### config.mk
export PLATFORM = sky130hd
export DESIGN_NAME = seg7_scan_display_flat
export DESIGN_NICKNAME = d
export VERILOG_FILES = /design/src/rtl/seg7_pkg.sv /design/src/rtl/seg7_scan_display_if.sv /design/src/rtl/seg7_hex_decode.sv /design/src/rtl/seg7_scan_display.sv /design/src/flat_wrapper.sv
export SDC_FILE = /design/constraint.sdc
export NUM_CORES = 1
export LEC_CHECK = 0
export ABC_AREA = 1
export BUFFER_PORTS_ARGS = -buffer_cell sky130_fd_sc_hd__buf_2
export CORE_MARGIN = 2
export CORE_UTILIZATION = 61
export CTS_CLUSTER_DIAMETER = 120
export CTS_CLUSTER_SIZE = 10
export DETAILED_ROUTE_END_ITERATION = 6
export PLACE_DENSITY = 0.8
export SLEW_MARGIN = 10
export SYNTH_ARGS = -nofsm -noshare
export SYNTH_HDL_FRONTEND = slang
export SYNTH_HIERARCHICAL = 1
export SYNTH_SLANG_ARGS = --single-unit
### constraint.sdc
create_clock -name clk -period 4.14 [get_ports clk]
set_clock_uncertainty 0.2 [all_clocks]
set_input_delay 0.828 -clock clk [delete_from_list [all_inputs] [get_ports clk]]
set_output_delay 0.828 -clock clk [all_outputs]
set_load 0.03 [all_outputs]
### src/rtl/seg7_pkg.sv
// rtl/seg7_pkg.sv - segment codes and scan state type shared by the display blocks
package seg7_pkg;

  localparam logic [7:0] SEG_DASH = 8'h40;
  localparam logic [7:0] SEG_OFF  = 8'h00;

  // Entry n is the g..a pattern for hex digit n; bit 7 (dp) is always clear here.
  localparam logic [15:0][7:0] SEG_LUT = {
    8'h71, 8'h79, 8'h5e, 8'h39, 8'h7c, 8'h77, 8'h6f, 8'h7f,
    8'h07, 8'h7d, 8'h6d, 8'h66, 8'h4f, 8'h5b, 8'h06, 8'h3f
  };

  typedef enum logic {
    BLANK,
    SHOW
  } scan_state_t;

endpackage

### src/rtl/seg7_scan_display_if.sv
// rtl/seg7_scan_display_if.sv - digit data inputs and multiplexed select/segment pins
interface seg7_scan_display_if #(
  parameter int NUM_DIGITS = 4
);

  logic                      en;
  logic [4*NUM_DIGITS-1:0]   digits;
  logic [NUM_DIGITS-1:0]     dp;
  logic [NUM_DIGITS-1:0]     blank;
  logic                      mask;
  logic [NUM_DIGITS-1:0]     blink;
  logic [NUM_DIGITS-1:0]     digit_sel_n;
  logic [7:0]                segs;
  logic                      frame_start;

  modport master (
    output en, digits, dp, blank, mask, blink,
    input  digit_sel_n, segs, frame_start
  );

  modport slave (
    input  en, digits, dp, blank, mask, blink,
    output digit_sel_n, segs, frame_start
  );

endinterface

### src/rtl/seg7_hex_decode.sv
// rtl/seg7_hex_decode.sv - nibble/dp/mask to active-high segment pattern
module seg7_hex_decode
  import seg7_pkg::*;
(
  input  logic [3:0] nibble,
  input  logic       dp,
  input  logic       mask,
  output logic [7:0] segs
);

  always_comb begin
    segs    = mask ? SEG_DASH : SEG_LUT[nibble];
    segs[7] = dp;
  end

endmodule

### src/rtl/seg7_scan_display.sv
// rtl/seg7_scan_display.sv - N-digit scanned 7-segment driver; SEG7_SCAN_BLINK_EN adds per-digit blink
module seg7_scan_display
  import seg7_pkg::*;
#(
  parameter int NUM_DIGITS   = 4,
  parameter int CLK_DIV      = 125000,
  parameter int BLANK_CYCLES = 16,
  parameter int BLINK_FRAMES = 50
) (
  input  logic               clk,
  input  logic               rst_n,
  seg7_scan_display_if.slave bus
);

  localparam int CW = $clog2(CLK_DIV);
  localparam int PW = $clog2(NUM_DIGITS);
  localparam int BW = (BLANK_CYCLES > 1) ? $clog2(BLANK_CYCLES) : 1;

  scan_state_t                state, state_next;
  logic [CW-1:0]              cnt, cnt_next;
  logic [PW-1:0]              pos, pos_next;
  logic [BW-1:0]              blank_cnt, blank_cnt_next;
  logic                       load_pending;
  logic                       tick, wrap, load, dark;

  logic [NUM_DIGITS-1:0][3:0] sh_digits;
  logic [NUM_DIGITS-1:0]      sh_dp, sh_blank;
  logic                       sh_mask;

  logic [NUM_DIGITS-1:0]      sel_next;
  logic [7:0]                 dec_segs, segs_next;

  seg7_hex_decode u_dec (
    .nibble (sh_digits[pos]),
    .dp     (sh_dp[pos]),
    .mask   (sh_mask),
    .segs   (dec_segs)
  );

`ifdef SEG7_SCAN_BLINK_EN
  localparam int FW = $clog2(BLINK_FRAMES + 1);

  logic [FW-1:0]         frame_cnt;
  logic                  blink_phase;
  logic [NUM_DIGITS-1:0] sh_blink;

  // frame_cnt counts loads since the last toggle, so each phase lasts BLINK_FRAMES whole frames
  always_ff @(posedge clk) begin
    if (!rst_n) begin
      frame_cnt   <= '0;
      blink_phase <= 1'b0;
      sh_blink    <= '0;
    end else if (load) begin
      sh_blink <= bus.blink;
      if (frame_cnt == FW'(BLINK_FRAMES)) begin
        frame_cnt   <= FW'(1);
        blink_phase <= ~blink_phase;
      end else begin
        frame_cnt <= frame_cnt + FW'(1);
      end
    end
  end

  assign dark = sh_blank[pos] || (blink_phase && sh_blink[pos]);
`else
  logic unused_ok;
  assign unused_ok = ^{bus.blink, BLINK_FRAMES[0]};
  assign dark      = sh_blank[pos];
`endif

  always_comb begin
    tick           = bus.en && (cnt == CW'(CLK_DIV - 1));
    wrap           = (pos == PW'(NUM_DIGITS - 1));
    load           = bus.en && (load_pending || (tick && wrap));
    cnt_next       = cnt;
    pos_next       = pos;
    state_next     = state;
    blank_cnt_next = blank_cnt;

    if (!bus.en) begin
      state_next     = BLANK;
      blank_cnt_next = '0;
    end else if (tick) begin
      cnt_next       = '0;
      pos_next       = wrap ? '0 : pos + PW'(1);
      state_next     = BLANK;
      blank_cnt_next = '0;
    end else begin
      cnt_next = cnt + CW'(1);
      if (state == BLANK) begin
        if (blank_cnt == BW'(BLANK_CYCLES - 1)) begin
          state_next = SHOW;
        end else begin
          blank_cnt_next = blank_cnt + BW'(1);
        end
      end
    end

    sel_next  = '1;
    segs_next = SEG_OFF;
    if (bus.en && (state == SHOW) && !dark) begin
      sel_next[pos] = 1'b0;
      segs_next     = dec_segs;
    end
  end

  always_ff @(posedge clk) begin
    if (!rst_n) begin
      state           <= BLANK;
      cnt             <= '0;
      pos             <= '0;
      blank_cnt       <= '0;
      load_pending    <= 1'b1;
      bus.digit_sel_n <= '1;
      bus.segs        <= SEG_OFF;
      bus.frame_start <= 1'b0;
    end else begin
      state           <= state_next;
      cnt             <= cnt_next;
      pos             <= pos_next;
      blank_cnt       <= blank_cnt_next;
      bus.digit_sel_n <= sel_next;
      bus.segs        <= segs_next;
      bus.frame_start <= load;
      if (load) begin
        load_pending <= 1'b0;
      end
    end
  end

  // Shadows only change on a frame boundary so a frame never mixes old and new data.
  always_ff @(posedge clk) begin
    if (!rst_n) begin
      sh_digits <= '0;
      sh_dp     <= '0;
      sh_blank  <= '0;
      sh_mask   <= 1'b0;
    end else if (load) begin
      sh_digits <= bus.digits;
      sh_dp     <= bus.dp;
      sh_blank  <= bus.blank;
      sh_mask   <= bus.mask;
    end
  end

endmodule

### src/flat_wrapper.sv
// flat-port wrapper written by rule: the top's interface ports become plain ports
module seg7_scan_display_flat import seg7_pkg::*;
#(
  parameter int NUM_DIGITS   = 4,
  parameter int CLK_DIV      = 125000,
  parameter int BLANK_CYCLES = 16,
  parameter int BLINK_FRAMES = 50
)
  (clk, rst_n, bus_en, bus_digits, bus_dp, bus_blank, bus_mask, bus_blink, bus_digit_sel_n, bus_segs, bus_frame_start);
  seg7_scan_display_if #(.NUM_DIGITS(NUM_DIGITS)) bus_i ();
  input  logic clk;
  input  logic rst_n;
  input wire logic [$bits(bus_i.en)-1:0] bus_en;
  input wire logic [$bits(bus_i.digits)-1:0] bus_digits;
  input wire logic [$bits(bus_i.dp)-1:0] bus_dp;
  input wire logic [$bits(bus_i.blank)-1:0] bus_blank;
  input wire logic [$bits(bus_i.mask)-1:0] bus_mask;
  input wire logic [$bits(bus_i.blink)-1:0] bus_blink;
  output wire logic [$bits(bus_i.digit_sel_n)-1:0] bus_digit_sel_n;
  output wire logic [$bits(bus_i.segs)-1:0] bus_segs;
  output wire logic [$bits(bus_i.frame_start)-1:0] bus_frame_start;
  assign bus_i.en = bus_en;
  assign bus_i.digits = bus_digits;
  assign bus_i.dp = bus_dp;
  assign bus_i.blank = bus_blank;
  assign bus_i.mask = bus_mask;
  assign bus_i.blink = bus_blink;
  assign bus_digit_sel_n = bus_i.digit_sel_n;
  assign bus_segs = bus_i.segs;
  assign bus_frame_start = bus_i.frame_start;
  seg7_scan_display #(.NUM_DIGITS(NUM_DIGITS), .CLK_DIV(CLK_DIV), .BLANK_CYCLES(BLANK_CYCLES), .BLINK_FRAMES(BLINK_FRAMES)) u_core (.clk(clk), .rst_n(rst_n), .bus(bus_i));
endmodule
# After elaboration in Yosys (flattened, before gate mapping)
# Memory sizes are Yosys's and may differ from the RTL's.
# Cells that the tools add are included.
[word_totals]
reg_bits = 63
mem_bits_ro = 128
output_inout_bits = 13
wordCells = 59
mem_count = 1
[mem_list]
columns = ["name", "words", "width", "rd", "rd_clocked_by_memory_dff", "wr", "line_no", "source"]
rows = [
  ["(name not given)", 16, 8, 1, 0, 0, "seg7_hex_decode.sv:12", "segs = mask ? SEG_DASH : SEG_LUT[nibble];"],
]
[op_classes]
add_sub_neg = 3
order_cmp = 3
n_eq_ne = 3
mux = 14
bitwise_logic = 6
reduce_logical = 13
[ops]
columns = ["op", "count"]
rows = [
  ["17-bit by 1-bit adder with 17-bit output, second input constant", 1],
  ["17-bit == test, second input constant", 1],
  ["17-bit 2-to-1 mux", 1],
  ["7-bit 2-to-1 mux", 2],
  ["4-bit binary-select mux with 2-bit select", 1],
  ["1-bit logical AND", 6],
  ["2-bit AND reduction", 3],
  ["3-bit OR reduction", 2],
  ["4-bit by 5-bit < comparator with 1-bit output, second input constant", 1],
  ["1-bit 2-to-1 mux", 5],
  ["1-bit inverter", 5],
  ["4-bit by 1-bit adder with 4-bit output, second input constant", 1],
  ["1-bit binary-select mux with 2-bit select", 2],
  ["4-bit == test, second input constant", 1],
  ["4-bit 2-to-1 mux", 1],
  ["4-bit inverter", 1],
  ["2-bit by 3-bit < comparator with 1-bit output, second input constant", 1],
  ["2-bit by 1-bit adder with 2-bit output, second input constant", 1],
  ["1-bit demux with 2-bit select", 1],
  ["2-bit == test, second input constant", 1],
  ["2-bit by 1-bit >= comparator with 1-bit output, second input constant", 1],
  ["2-bit 2-to-1 mux", 1],
  ["1-bit logical NOT", 1],
  ["1-bit logical OR", 1],
]

# Longest topological paths before layout
# Gate-level depths: netlist of the first run.
[depth]
word_depth = 6
ltp_mapped = 13

# By module
# Netlist of the first run, hierarchy kept.
[modules_own_cells]
columns = ["mod", "instances", "cells_each", "area_per_inst_um2"]
rows = [
  ["seg7_scan_display", 1, 401, 2834.0],
  ["seg7_hex_decode", 1, 53, 317.8],
]

# Worst setup path before layout of the first run
# No wires, ideal clock.
[synth_path]
kind = "register to register"
from = "reg u_core.pos[0]"
to = "reg u_core.bus.segs[3]"
setup_ns = 0.125
arrival_ns = 1.905
slack_ns = 1.910
path_stages_with_launch = 13
synth_period_minus_slack_ns = 2.230
cell_sequence = "dfxtp_1 inv_1 clkbuf_1 o21ai_0 o22ai_1 inv_1 ha_1 nand2_1 nand3_1 nand2_1 nor2_2 inv_1 nor2_1"
[synth_between]
elab_chain_cells = 6
[synth_lines]
columns = ["element", "line_no", "source"]
rows = [
  ["start: declaration", "seg7_scan_display.sv:21", "logic [PW-1:0] pos, pos_next;"],
  ["start signal: assignment", "seg7_scan_display.sv:120", "pos <= pos_next;"],
  ["branches (longest 6 deep; another with memory read 16 x 8 bit)", "n/a", ""],
  ["end signal: assignment", "seg7_scan_display.sv:123", "bus.segs <= segs_next;"],
  ["end: declaration", "seg7_scan_display_if.sv:23", "output digit_sel_n, segs, frame_start"],
]
# Several ways; the timed one is not identified. The select of a mux whose other input is x is not followed.
# A chain may end at the register's enable or synchronous reset.

# Final worst setup path of the first run
[layout_path]
from = "reg u_core.pos[0]"
to = "reg u_core.bus.segs[1]"
# Same word-level chain as after synthesis.

==> impl_metrics.py, run 1 <==
metrics = {
    "clock_tree": {
        "cts_root_buf": "clkbuf_8",
        "clk_pin_slew_worst_paths_ns": 0.06,
        "numCtsBuffers": 9,
        "cts_sinks": 63,
        "clockBufferDepth": 2,
        "post_cts_buffers": 0,
        "clkLatencyLatePin_ns": 0.34,
        "ctsHoldBuffers": 0,
        "postCtsResizedCells": 0,
        "htreeDepth": 3,
        "cts_tree": "yes",
    },
    "yosys": {
        "yosys-top-cells-area": "dfxtp_1, nor2_1, nand2_1, nand3_1, inv_1",
        "synth-async-reset-ratio_pct": 0,
        "synth_cell_types": 29,
        "synth_top_area_share_pct": 40.0,
        "synth_edf_count": 0,
        "synth_area_per_cell_sq_um": 6.94,
        "synthMuxAreaShare_pct": 0,
        "synth_simple_gate_area_share_pct": 29.9,
        "yosys_warnings": 6,
        "synth_top_family_by_area": "simple AND/OR/NAND/NOR gates",
        "syn_inst": 454,
        "synthXorXnorAreaFrac_pct": 1.39,
        "yosys_most_used_dff": "dfxtp_1",
        "synth-seq-cells": 63,
        "ys_seq_area_share_pct": 40.0,
        "synthAdderAreaFrac_pct": 5.16,
        "synth_compound_area_share_pct": 12.0,
        "netlist_area_sq_um": 3150,
        "synth_fp_nets": 499,
        "yosys.area.top_type": "dfxtp_1",
    },
    "die": {
        "die_area_sq_um": 5760,
        "rows": 26,
        "pin_count": 45,
        "dieWidth_microns": 75.9,
        "die_h_microns": 75.9,
        "core_area_sq_um": 5040,
        "initial_core_util_pct": 62.5,
    },
    "worst_hold_path": {
        "hold_depth": 2,
        "min_path_type": "reg2reg",
    },
    "power": {
        "power_leakage_uw": 0.00164,
        "p_per_area_nw_per_um2": 359,
        "ir_drop_mv": 0.183,
    },
    "worst_setup_path": {
        "critPathTopFamily": "compound AO/OA/AOI/OAI gates",
        "critical_path.max_stage_delay_ns": 0.46,
        "critPathLaunchType": "flop",
        "cp-end-kind": "flop",
        "cp_data_arrival_time_ns": 2.76,
        "reg2reg_depth": 10,
        "worstPathBufferInverterCount": 3,
        "crit_path_top_delay_cell": "dfxtp_1",
        "worstSetupPathDepth": 10,
        "cp_common_cell": "inv_1",
        "path_max_fanout": 16,
        "worstPathRequired_ns": 4.16,
        "worstPathCellList": "inv_1 -> o21ai_0 -> o22ai_1 -> inv_1 -> ha_1 -> nand2_1 -> o21ai_0 -> a21oi_1 -> inv_1 -> nor2_1",
        "path_class": "reg2reg",
    },
    "place": {
        "dpl_worst_slack_ns": 1.39,
        "dpl.hpwl_microns": 4020,
        "io_buffers": 40,
        "place_inst": 546,
        "place_congestion": 0.938,
    },
    "layout": {
        "syn_to_final_growth_pct": 11.1,
        "drive_above_1_share_pct": 15.1,
        "nets": 532,
        "antenna_cells": 0,
        "fin_cells": 561,
    },
    "grt": {
        "antenna_found_initial": 0,
        "grt_first_pass_wirelength_microns": 10400,
        "grt_pass1_vias": 2466,
        "grt_max_degree": 59,
        "grt_overflow_total": 0,
        "grt_util_all_layers_pct": 23.5,
    },
    "drt": {
        "wl_microns": 5940,
        "firstDrtPassIters": 4,
        "wl_per_cell_microns": 10.6,
        "detail_route.vias_per_cell": 5.00,
        "first_iter_violations": 160,
        "vias": 2805,
        "ant_nets": 0,
        "drcViolationCount": 0,
    },
    "timing": {
        "timing.final.crit_period_ns": 2.74,
        "rsz0062_at_grt": "no",
        "hold_violations": 0,
        "hold_ws_ns": 0.266,
        "fin_setup_tns_ns": 0,
        "relSlewSlack_pct": 38.6,
        "finalCritPeriodShare_pct": 66.2,
        "tightest_slew_ns": 0.921,
        "setup_viol": 0,
        "fmax_ghz": 0.365,
        "fin_ws_ns": 1.40,
        "maxSlewViolCount": 0,
    },
    "status": {
        "status": "finished, final reports clean",
    },
    "job": {
        "cap_violations": 0,
    },
}
==> layout by cell type (no fill, tap or decap), types with 2 or more instances in the layout <==
master,instances
nor2_1,78
nand2_1,67
dfxtp_1,63
inv_1,58
nand3_1,48
a21oi_1,42
buf_2,40
o21ai_0,22
ha_1,13
clkbuf_8,12
nor3_1,8
nor2_2,6
o22ai_1,5
nand2_2,5
inv_2,4
clkbuf_1,3
xor2_1,3
nand4_1,2
o21ai_1,2
xnor2_1,2
==> cell usage after synthesis, types with 5 or more instances <==
master,n
buf_1,6
nor3_1,8
nor2_2,6
ha_1,13
nand2_2,5
a21oi_1,42
buf_6,5
o22ai_1,5
nand2_1,67
nand3_1,48
inv_1,58
nor2_1,78
dfxtp_1,63
o21ai_0,22
==> path summary, 6_finish.rpt <==
path	slack [ns]	end	start
setup / recovery	1.40	u_core/bus.segs[1]	u_core/pos[0]
hold / removal	0.27	u_core/cnt[16]	u_core/cnt[16]
hold reg to reg	0.27	u_core/cnt[16]	u_core/cnt[16]
setup reg to reg	1.40	u_core/bus.segs[1]	u_core/pos[0]
==> per-layer routing <==
metal,wire (microns),vias to the layer above,GRT usage (%)
li1,-,1503,-
met1,2920,1234,29.9
met2,2660,59,37.5
met3,266,9,5.29
met4,102,0,11.5
met5,0,-,0
==> sequential cells by signal (all words and copies together) (netlist names) <==
register,count
u_core/bus.digit_sel_n,4
u_core/sh_blank,4
u_core/sh_dp,4
u_core/bus.frame_start,1
u_core/sh_digits,16
u_core/blank_cnt,4
u_core/state,1
u_core/load_pending,1
u_core/pos,2
u_core/sh_mask,1
u_core/bus.segs,8
u_core/cnt,17
==> worst reg2reg max path, stage by stage (launching register included) <==
cell and delay, ns:
dfxtp_1 0.46, inv_1 0.39, o21ai_0 0.13, o22ai_1 0.43
inv_1 0.19, ha_1 0.33, nand2_1 0.07, o21ai_0 0.23
a21oi_1 0.06, inv_1 0.09, nor2_1 0.04
==> cell families after synthesis <==
logic type | Yosys count
buffers and inverters | 82
xor gates and xnor gates | 5
AOI/OAI and AO/OA | 73
adders and majority gates | 13
DFF | 63
and+or+nand+nor | 218
==> layout make-up <==
class	instances	area, sq um
multi-input combinational	309	1530
sequential	63	1260
inverter	63	241
tap	70	87.6
fill	449	1540
clock buffer	15	176
timing repair buffer	41	208
==> metrics by stage <==
step	area, sq um	total power, uW	utilization, %
floorplan	3150	769	-
global placement	3330	790	66.0
detailed placement	3330	793	66.0
CTS	3500	1270	69.5
global route	3500	1320	69.5
finish	3500	1260	69.5
==> report_power, final <==
part           total (uW)  internal, uW  switching (uW)
registers             642           629            12.6
clock network         476           264             212
logic                 140          52.9            87.1
Power figures use the tool's default switching activity.
==> run 2, diff against run 1 <==
Settings changed: CORE_UTILIZATION 61 to 51, PLACE_DENSITY 0.8 to 0.71.
Clock period 4.14 ns to 2.3 ns, I/O delays scaled along.
==> run 2 against run 1 <==
Clock power grew 73%; fmax up 31%; combinational power up 91%; hold slack worse by 0.031 ns; critical path depth increased by 1; highest routed layer unchanged.
==> impl_metrics.py, run 2 (synthesis gave the netlist of run 1 again) <==
metrics = {
    "layout": {
        "antenna_cells": 0,
        "largest_registers": "u_core/cnt: 17 flops, u_core/sh_digits: 16 flops, u_core/bus.segs: 8 flops",
        "largest_reg_flops": 17,
        "syn_to_final_growth_pct": 13.9,
        "regMostFlops": "u_core/cnt",
        "final_cell_mix": "nor2_1, nand2_1, dfxtp_1",
        "fill_cells": 562,
        "final_common_cell": "nor2_1",
        "nets": 543,
        "drive_above_1_share_pct": 17.0,
        "multi_input_area_sq_um": 1530,
        "regArea_sq_um": 1260,
    },
    "grt": {
        "grt_overflow_total": 0,
        "antenna_found_initial": 0,
        "grt_first_pass_wirelength_microns": 10800,
        "grt_util_all_layers_pct": 20.7,
        "grt_pass1_vias": 2549,
        "grt_max_degree": 56,
    },
    "die": {
        "die_h_microns": 82.6,
        "pin_count": 45,
        "dieWidth_microns": 82.6,
        "die_area_sq_um": 6820,
        "initial_core_util_pct": 52.9,
        "rows": 28,
        "core_area_sq_um": 5960,
    },
    "timing": {
        "timing.final.crit_period_ns": 2.09,
        "fin_setup_tns_ns": 0,
        "maxSlewViolCount": 0,
        "setup_viol": 0,
        "hold_violations": 0,
        "finalCritPeriodShare_pct": 90.7,
        "fmax_ghz": 0.479,
        "relSlewSlack_pct": 64.7,
        "rsz0062_at_grt": "no",
        "tightest_slew_ns": 0.529,
        "hold_ws_ns": 0.235,
    },
    "clock_tree": {
        "clkLatencyLatePin_ns": 0.33,
        "cts_tree": "yes",
        "clk_pin_slew_worst_paths_ns": 0.06,
        "htreeDepth": 3,
        "clockBufferDepth": 2,
        "cts_root_buf": "clkbuf_8",
        "ctsHoldBuffers": 0,
        "postCtsResizedCells": 0,
        "numCtsBuffers": 9,
        "cts_sinks": 63,
        "post_cts_buffers": 0,
    },
    "worst_setup_path": {
        "worstPathRequired_ns": 2.33,
        "path_class": "reg2reg",
        "ff2ff_setup_slack_ns": 0.21,
        "crit_start": "u_core/cnt[0]",
        "cp-end-kind": "flop",
        "setup.worst_path.end": "u_core/sh_digits[13]",
        "r2r_end": "u_core/sh_digits[13]",
        "r2r-start": "u_core/cnt[0]",
        "reg2reg_depth": 11,
        "cp_data_arrival_time_ns": 2.11,
        "critPathLaunchType": "flop",
        "path_max_fanout": 18,
    },
    "drt": {
        "wl_microns": 6330,
        "wl_per_cell_microns": 11.0,
        "vias": 2873,
        "first_iter_violations": 128,
        "detail_route.vias_per_cell": 4.99,
        "firstDrtPassIters": 4,
        "drcViolationCount": 0,
        "ant_nets": 0,
    },
    "status": {
        "status": "finished, final reports clean",
    },
    "power": {
        "p_per_area_nw_per_um2": 626,
        "p_switching_uw": 570,
        "sw_frac_of_total_pct": 25.4,
        "power_leakage_uw": 0.00169,
        "clock_power_share_pct": 36.7,
        "p_comb_share_pct": 11.9,
        "total_power_uw": 2250,
        "power.internal_uw": 1680,
        "ir_drop_mv": 0.341,
        "p_seq_share_pct": 51.4,
    },
    "place": {
        "dpl.hpwl_microns": 4430,
        "io_buffers": 40,
        "place_congestion": 0.796,
    },
    "job": {
        "cap_violations": 0,
    },
    "worst_hold_path": {
        "min_path_type": "in2reg",
    },
}
==> run 2: cell types whose count changed in the layout (fill, tap and decap cells not counted) <==
cell / delta
buf_12: +1
buf_4: +10
clkbuf_1: -1
clkbuf_8: -1
clkinv_2: +1
==> run 2: power groups by stage <==
stage,logic [uW],registers [uW],clock network [uW]
finish,268,1160,825
global placement,262,1180,0
CTS,268,1160,842
detailed placement,267,1180,0
floorplan,209,1180,0
global route,309,1160,886
==> run 2: layout make-up <==
class | instances | area share [%]
multi-input cells | 309 | 42.5
flip-flops and latches | 63 | 35.1
repair buffers | 52 | 8.43
inverters | 63 | 6.72
clock buffers | 13 | 4.43
well taps | 75 | 2.61
clock inverters | 1 | 0.139
==> run 2: stage by stage <==
stage               std cells  area, sq um  worst slack, ns  utilization (%)
finish                    576         3590            0.214             60.3
CTS                       576         3590            0.232             60.3
floorplan                 454         3150           0.0700                -
global route              576         3590           0.0596             60.3
detailed placement        562         3430            0.242             57.5
global placement          562         3430            0.279             57.5
==> run 2: worst max-delay path: stages (launching register included) <==
cell,delay (ns)
dfxtp_1,0.38
ha_1,0.24
nand2_1,0.08
nor2_2,0.14
nand2_1,0.08
nor2_2,0.12
nand3_2,0.12
nand2_4,0.19
buf_4,0.23
nand3_1,0.09
nand2_1,0.08
nor2_1,0.04
==> run 2: metal layers <==
metal / wire length [microns] / vias up / share of wire [%] / GRT usage, %
met2: 2790 / 64 / 44 / 33.5
met4: 142 / 0 / 2.2 / 10.7
met5: 0 / - / 0 / 0
met3: 271 / 13 / 4.3 / 3.70
li1: - / 1530 / - / -
met1: 3130 / 1266 / 49 / 26.3
==> run 2: worst min-delay path by stage <==
stage	from	to	slack [ns]	depth (start not counted)
after floorplan	u_core/cnt[16]	u_core/cnt[16]	0.23	2
after global placement	u_core/cnt[16]	u_core/cnt[16]	0.24	2
after detailed placement	u_core/cnt[16]	u_core/cnt[16]	0.25	2
after CTS	bus_blank[0]	u_core/sh_blank[0]	0.23	5
after global routing	bus_digits[1]	u_core/sh_digits[1]	0.25	5
final	bus_blank[0]	u_core/sh_blank[0]	0.23	5
==> run 3, diff against run 2 <==
Settings changed: MAX_ROUTING_LAYER set to met4.
==> run 3 against run 2 <==
Highest routed layer unchanged; fmax about the same; first-iteration DRC count up 10%; sequential share of layout area unchanged; die area is the same; final cell count did not move; critical endpoint unchanged; clock power is essentially flat; power unchanged; largest cell class unchanged; cell area did not move; critical path type unchanged.
==> impl_metrics.py, run 3 (synthesis gave the netlist of run 1 again) <==
metrics = {
    "clock_tree": {
        "htreeDepth": 3,
        "post_cts_buffers": 0,
        "numCtsBuffers": 9,
        "postCtsResizedCells": 0,
        "ctsHoldBuffers": 0,
        "clockBufferDepth": 2,
        "clk_pin_slew_worst_paths_ns": 0.06,
        "clkLatencyLatePin_ns": 0.33,
        "cts_tree": "yes",
        "cts_root_buf": "clkbuf_8",
        "cts_sinks": 63,
    },
    "worst_setup_path": {
        "critical_path.max_stage_delay_ns": 0.38,
        "crit_path_top_delay_cell": "dfxtp_1",
        "worstPathRequired_ns": 2.33,
        "critPathTopFamily": "simple AND/OR/NAND/NOR gates",
        "r2r-start": "u_core/cnt[0]",
        "worstPathBufferInverterCount": 1,
        "cp-end-kind": "flop",
        "cp_data_arrival_time_ns": 2.11,
        "path_max_fanout": 18,
        "worstSetupPathDepth": 11,
        "ff2ff_setup_slack_ns": 0.21,
        "reg2reg_depth": 11,
        "path_class": "reg2reg",
        "r2r_end": "u_core/sh_digits[13]",
        "critPathLaunchType": "flop",
        "cp_common_cell": "nand2_1",
        "worstPathCellList": "ha_1 -> nand2_1 -> nor2_2 -> nand2_1 -> nor2_2 -> nand3_2 -> nand2_4 -> buf_4 -> nand3_1 -> nand2_1 -> nor2_1",
    },
    "layout": {
        "regMostFlops": "u_core/cnt",
        "nets": 543,
        "largest_registers": "u_core/cnt: 17 flops, u_core/sh_digits: 16 flops, u_core/bus.segs: 8 flops",
        "fin_cells": 576,
        "drive_above_1_share_pct": 17.0,
        "antenna_cells": 0,
        "largest_reg_flops": 17,
        "final_cell_mix": "nor2_1, nand2_1, dfxtp_1",
        "syn_to_final_growth_pct": 13.9,
        "final_common_cell": "nor2_1",
        "fill_cells": 562,
    },
    "status": {
        "status": "finished, final reports clean",
    },
    "die": {
        "die_h_microns": 82.6,
        "core_area_sq_um": 5960,
        "rows": 28,
        "initial_core_util_pct": 52.9,
        "pin_count": 45,
        "die_area_sq_um": 6820,
        "dieWidth_microns": 82.6,
    },
    "drt": {
        "vias": 2873,
        "wl_microns": 6330,
        "wl_per_cell_microns": 11.0,
        "ant_nets": 0,
        "detail_route.vias_per_cell": 4.99,
        "first_iter_violations": 141,
        "firstDrtPassIters": 4,
        "drcViolationCount": 0,
    },
    "place": {
        "place_inst": 562,
        "place_congestion": 0.808,
        "io_buffers": 40,
        "dpl.hpwl_microns": 4430,
    },
    "timing": {
        "finalCritPeriodShare_pct": 90.7,
        "timing.final.crit_period_ns": 2.09,
        "setup_viol": 0,
        "tightest_slew_ns": 0.529,
        "rsz0062_at_grt": "no",
        "fin_setup_tns_ns": 0,
        "hold_ws_ns": 0.235,
        "maxSlewViolCount": 0,
        "fmax_ghz": 0.479,
        "relSlewSlack_pct": 64.8,
        "hold_violations": 0,
    },
    "job": {
        "cap_violations": 0,
    },
    "grt": {
        "grt_max_degree": 56,
        "grt_first_pass_wirelength_microns": 10800,
        "antenna_found_initial": 0,
        "grt_overflow_total": 0,
        "grt_util_all_layers_pct": 21.3,
        "grt_pass1_vias": 2549,
    },
    "power": {
        "ir_drop_mv": 0.341,
        "p_per_area_nw_per_um2": 626,
        "power_leakage_uw": 0.00169,
    },
    "worst_hold_path": {
        "hold_end": "u_core/sh_blank[0]",
        "min_path_type": "in2reg",
        "hold_depth": 5,
        "hold_start": "bus_blank[0]",
    },
}
-- run 3: cell type report --
class	count	area, sq um	area share (%)
multi-input cells	309	1530	42.5
inverters	63	241	6.72
well taps	75	93.8	2.61
clock inverters	1	5.00	0.139
flip-flops and latches	63	1260	35.1
clock buffers	13	159	4.43
repair buffers	52	303	8.43
-- run 3: worst max-delay path by stage --
stage	to	start
detailed placement	u_core/sh_digits[13]	bus_en
finish	u_core/sh_digits[13]	u_core/cnt[0]
floorplan	u_core/bus.segs[3]	u_core/pos[0]
global placement	u_core/sh_digits[12]	u_core/cnt[0]
CTS	u_core/sh_digits[13]	u_core/cnt[0]
global route	u_core/sh_digits[12]	u_core/cnt[0]
-- run 3: stage by stage --
stage | util (%) | area, sq um | power [uW] | setup WS [ns]
finish | 60.3 | 3590 | 2250 | 0.214
global route | 60.3 | 3590 | 2350 | 0.0596
detailed placement | 57.5 | 3430 | 1450 | 0.242
floorplan | - | 3150 | 1380 | 0.0700
global placement | 57.5 | 3430 | 1440 | 0.279
CTS | 60.3 | 3590 | 2270 | 0.232
-- run 3: power breakdown --
group | leakage [uW] | switching [uW] | internal, uW
clock | 0.0000854 | 388 | 437
combinational | 0.00109 | 159 | 108
sequential | 0.000515 | 23.3 | 1130
total | 0.00169 | 570 | 1680
-- run 3: worst register-to-register path: cells and delay by family, from the launching register on --
family / cells / cell delay [ns]
and+or+nand+nor: 9 / 0.94
DFF: 1 / 0.38
adders and majority gates: 1 / 0.24
buffers and inverters: 1 / 0.23
-- run 3: routing by layer --
metal,GRT usage [%],vias to the layer above,share of wire [%]
met1,26.3,1266,49
li1,-,1530,-
met2,33.5,64,44
met5,-,-,0
met4,10.7,0,2.2
met3,3.70,13,4.3
